[config.mk]
export PLATFORM = sky130hd
export DESIGN_NAME = seq_pattern_tx
export DESIGN_NICKNAME = d
export VERILOG_FILES = /design/src/rtl/seq_pattern_tx.sv
export SDC_FILE = /design/constraint.sdc
export NUM_CORES = 1
export LEC_CHECK = 0
export ABC_AREA = 1
export ABC_CLOCK_PERIOD_IN_PS = 1900
export CORE_MARGIN = 2
export CORE_UTILIZATION = 50
export CTS_BUF_LIST = sky130_fd_sc_hd__clkbuf_2 sky130_fd_sc_hd__clkbuf_4 sky130_fd_sc_hd__clkbuf_8
export DETAILED_ROUTE_END_ITERATION = 16
export DONT_BUFFER_PORTS = 1
export RECOVER_POWER = 100
export SLEW_MARGIN = 15
export SYNTH_ARGS = -nofsm -noshare
export SYNTH_HDL_FRONTEND = slang
export SYNTH_SLANG_ARGS = --single-unit
[constraint.sdc]
create_clock -name clk -period 1.9 [get_ports clk]
set_input_delay 0.57 -clock clk [delete_from_list [all_inputs] [get_ports clk]]
set_output_delay 0.57 -clock clk [all_outputs]
set_load 0.02 [all_outputs]
[src/rtl/seq_pattern_tx.sv]
// seq_pattern_tx: MSB-first serial pattern transmitter (in: clk, reset, start, pattern_in, repeat_cnt; out: dout, dout_valid, busy, done)
module seq_pattern_tx #(
  parameter int PAT_W = 4,
  parameter int CNT_W = 8,
  parameter int GAP_CYCLES = 0
) (
  input  logic             clk,
  input  logic             reset,
  input  logic             start,
  input  logic [PAT_W-1:0] pattern_in,
  input  logic [CNT_W-1:0] repeat_cnt,
  output logic             dout,
  output logic             dout_valid,
  output logic             busy,
  output logic             done
);
  localparam int BW = $clog2(PAT_W);
  localparam int GW = GAP_CYCLES > 1 ? $clog2(GAP_CYCLES) : 1;
  localparam logic [BW-1:0] BIT_LAST = BW'(PAT_W - 1);
  localparam logic [GW-1:0] GAP_LAST = GW'(GAP_CYCLES > 0 ? GAP_CYCLES - 1 : 0);
  typedef enum logic [1:0] {IDLE, SHIFT, GAP, DONE} state_t;
  state_t           state;
  logic [PAT_W-1:0] sr, pat;
  logic [BW-1:0]    bit_cnt;
  logic [CNT_W-1:0] rem;
  logic [GW-1:0]    gap_cnt;
  always_ff @(posedge clk or posedge reset) begin
    if (reset) begin
      state      <= IDLE;
      sr         <= '0;
      pat        <= '0;
      bit_cnt    <= '0;
      rem        <= '0;
      gap_cnt    <= '0;
      dout       <= 1'b0;
      dout_valid <= 1'b0;
      busy       <= 1'b0;
      done       <= 1'b0;
    end else begin
      case (state)
        IDLE: if (start) begin
          sr      <= pattern_in;
          pat     <= pattern_in;
          rem     <= repeat_cnt;
          bit_cnt <= '0;
          if (repeat_cnt == '0) begin
            state <= DONE;
            done  <= 1'b1;
          end else begin
            state      <= SHIFT;
            dout       <= pattern_in[PAT_W-1];
            dout_valid <= 1'b1;
            busy       <= 1'b1;
          end
        end
        SHIFT: if (bit_cnt == BIT_LAST) begin
          rem <= rem - CNT_W'(1);
          if (rem == CNT_W'(1)) begin
            state      <= DONE;
            dout       <= 1'b0;
            dout_valid <= 1'b0;
            busy       <= 1'b0;
            done       <= 1'b1;
          end else if (GAP_CYCLES > 0) begin
            state      <= GAP;
            gap_cnt    <= '0;
            dout       <= 1'b0;
            dout_valid <= 1'b0;
          end else begin
            sr      <= pat;
            bit_cnt <= '0;
            dout    <= pat[PAT_W-1];
          end
        end else begin
          sr      <= {sr[PAT_W-2:0], 1'b0};
          bit_cnt <= bit_cnt + BW'(1);
          dout    <= sr[PAT_W-2];
        end
        GAP: if (gap_cnt == GAP_LAST) begin
          state      <= SHIFT;
          sr         <= pat;
          bit_cnt    <= '0;
          dout       <= pat[PAT_W-1];
          dout_valid <= 1'b1;
        end else begin
          gap_cnt <= gap_cnt + GW'(1);
        end
        DONE: begin
          state <= IDLE;
          done  <= 1'b0;
        end
        default: begin
          state      <= IDLE;
          dout       <= 1'b0;
          dout_valid <= 1'b0;
          busy       <= 1'b0;
          done       <= 1'b0;
        end
      endcase
    end
  end
endmodule
==> run metrics <==
PortBufs 0; Final TNS setup 0 ns; final setup vio count 0; hold path cells 1; R2R depth 8; layout cells sized above 1 0.130; chip height 57.9 um; clk sinks 23; row count 19; cell taking the most area after synthesis dfrtp_1; Unique masters post-synth 30; FFs w/ async S/R, synth 1.00; filler cell count 266; final clock skew 0.0137 ns; clock transition at the registers of the reported paths 0.14 ns; CP required 2.14 ns; EDFF count, synth 0; vias in the first global route 1102; max_cap viols 0; Max Buffers Root-to-Sink 2; clk root buf clkbuf_4; via count 1157; Tot GR Track Use 0.189; clock latency on the worst-skew pair 0.32 ns; Gate Count Post-Synth 189; CP endpoint kind flip-flop; GPL Wtd Cong 0.857; mapped cell area 1450 sq um; Leak Pwr 0.765 nW; Period minus WS final 1.70 ns; # H-tree levels 1; sequential area share after synthesis 0.396; final cycle utilization of the critical path 0.895; largest cells by area after synthesis dfrtp_1, nand2_1, ha_1, nor2_1, inv_1; worst r2r dst rem[5]; Net Count, Synth 212; Synth Area per Inst 7.69 sq um; Ys Warns 0; fmax 588 MHz; initial antenna violation count 0; Die X 57.9 um; Vias/cell 5.17; RSZ-0062 raised after global routing no; starting density of the core 0.527; Startpoint Class flip-flop; CTS tree yes; Hold Fails Final Rpt 0; Die ar. 3360 sq um; Overflow after GRT 0; synth cell count leaders nand2_1, dfrtp_1, nor2_1; dpl hpwl 2.16 mm; final slew viol count 0; Power Density 1750 nW/um^2; reg-to-reg slack, setup 0.20 ns; first-pass GRT wire length 4.95 mm; ys flop type dfrtp_1; cell count after placement 220; worst slew margin relative to its limit 0.154; Core Region 2760 sq um; NumNets Final 217; most common cell in the synthesized netlist nand2_1; Worst EP arrival 1.94 ns; Area growth syn-to-layout 3.79%; reg-to-reg critical path startpoint state[1]; VDD IR-drop max 0.00102 V; Antenna Cells 0; status completed; Hold Path Sink pat[1]; register bit total from synthesis 23; Hold/Removal Path Class in -> reg; final WL 2.77 mm; Synth top area share 0.396; router iterations before antenna repair 4; DR WL/cell 12.3 um; hold wc startpoint pattern_in[1]; initial DRC count 44; CP max FO 10; fin cells 224; Post-route DRC 0; Worst Tran Pin Value 1.27 ns; ANT nets after route 0; crit path kind reg -> reg; CTS Buf Count 3; pin count of the biggest net entering global routing 24; # IOs 19
[placed cells by master, fill, tap and decap left out]
master / synthesis / layout
ha_1: 8 / 8
clkinvlp_4: 0 / 1
a31oi_1: 3 / 3
inv_1: 21 / 22
o211ai_1: 1 / 1
nand3b_1: 1 / 1
nand3_1: 7 / 7
a21oi_1: 5 / 6
nor2_4: 2 / 2
and3_1: 1 / 1
nor3_1: 3 / 3
nor2_1: 23 / 24
buf_4: 0 / 3
a21oi_2: 2 / 1
nand3_2: 1 / 1
clkbuf_1: 1 / 1
inv_2: 2 / 1
nand2_2: 2 / 1
mux2_2: 3 / 3
o31ai_2: 1 / 1
or2_4: 1 / 1
a21oi_4: 1 / 1
dfrtp_1: 23 / 22
nand2_4: 1 / 1
o21ai_2: 1 / 1
o22ai_2: 1 / 1
dfrtp_2: 0 / 1
clkinv_2: 0 / 1
nor2_2: 2 / 1
nand2_1: 53 / 54
clkbuf_4: 1 / 3
o21ai_0: 15 / 15
[cells by family after synthesis]
| group | Yosys count | synth area share |
|---|---|---|
| AND/OR/NAND/NOR | 97 | 0.293 |
| AO/OA/AOI/OAI | 30 | 0.133 |
| buffers and inverters | 28 | 0.0852 |
| flip-flops | 23 | 0.396 |
| adder cells (fa/ha/maj) | 8 | 0.0688 |
| multiplexers | 3 | 0.0232 |
[worst max-delay path by stage]
stage	startpoint	end	cells after the start
6_report	state[1]	rem[5]	8
5_1_grt	state[1]	rem[5]	8
4_1_cts	state[0]	rem[5]	7
3_5_place_dp	state[0]	rem[1]	7
3_3_place_gp	state[0]	rem[1]	7
2_1_floorplan	state[0]	done	10
[sequential cells by signal (all words and copies together), names as in the netlist]
signal	flops
bit_cnt	2
busy	1
done	1
dout	1
dout_valid	1
pat	4
rem	8
sr	3
state	2
[layout make-up]
type                            count  area (sq um)  area share
Multi-Input combinational cell    138           746       0.494
Tap cell                           31          38.8      0.0257
Clock buffer                        3          22.5      0.0149
Timing Repair Buffer                4          26.3      0.0174
Clock inverter                      1          5.00     0.00332
Sequential cell                    23           577       0.382
Inverter                           24          93.8      0.0622
[per-stage QoR]
| stage | instance area, sq um | utilization | setup WS [ns] | hold WS [ns] | total power, W |
|---|---|---|---|---|---|
| floorplan | 1450 | - | 0.436 | 0.449 | 0.00216 |
| global placement | 1490 | 0.540 | 0.279 | 0.476 | 0.00240 |
| detailed placement | 1490 | 0.540 | 0.224 | 0.480 | 0.00244 |
| CTS | 1520 | 0.550 | 0.157 | 0.164 | 0.00268 |
| global route | 1510 | 0.547 | 0.0214 | 0.374 | 0.00294 |
| finish | 1510 | 0.547 | 0.200 | 0.386 | 0.00264 |
[repair_timing]
item / in CTS / in global routing
hold buffers: 0 / 0
setup endpoints to repair: 0 / 1
resized for setup: 0 / 2
buffers inserted: 0 / 0
[critical path: stages, from the launching register on]
cell and delay (ns):
dfrtp_1 0.42, inv_1 0.09, ha_1 0.26, nand2_1 0.14, inv_1 0.10, a21oi_4 0.18, buf_4 0.21, a21oi_1 0.08
a21oi_1 0.13
[metal layers]
| metal | share of wire | global-route usage |
|---|---|---|
| met1 | 0.51 | 0.289 |
| met2 | 0.43 | 0.266 |
| met3 | 0.050 | 0.0246 |
| met4 | 0.011 | 0.0831 |
| met5 | 0 | 0 |
[report_power, final]
group          switching, W  total [W]  internal (W)
sequential         0.000202   0.000928      0.000726
combinational      0.000925    0.00148      0.000558
clock              0.000155   0.000233     0.0000787
(Power assumes the default switching activity.)
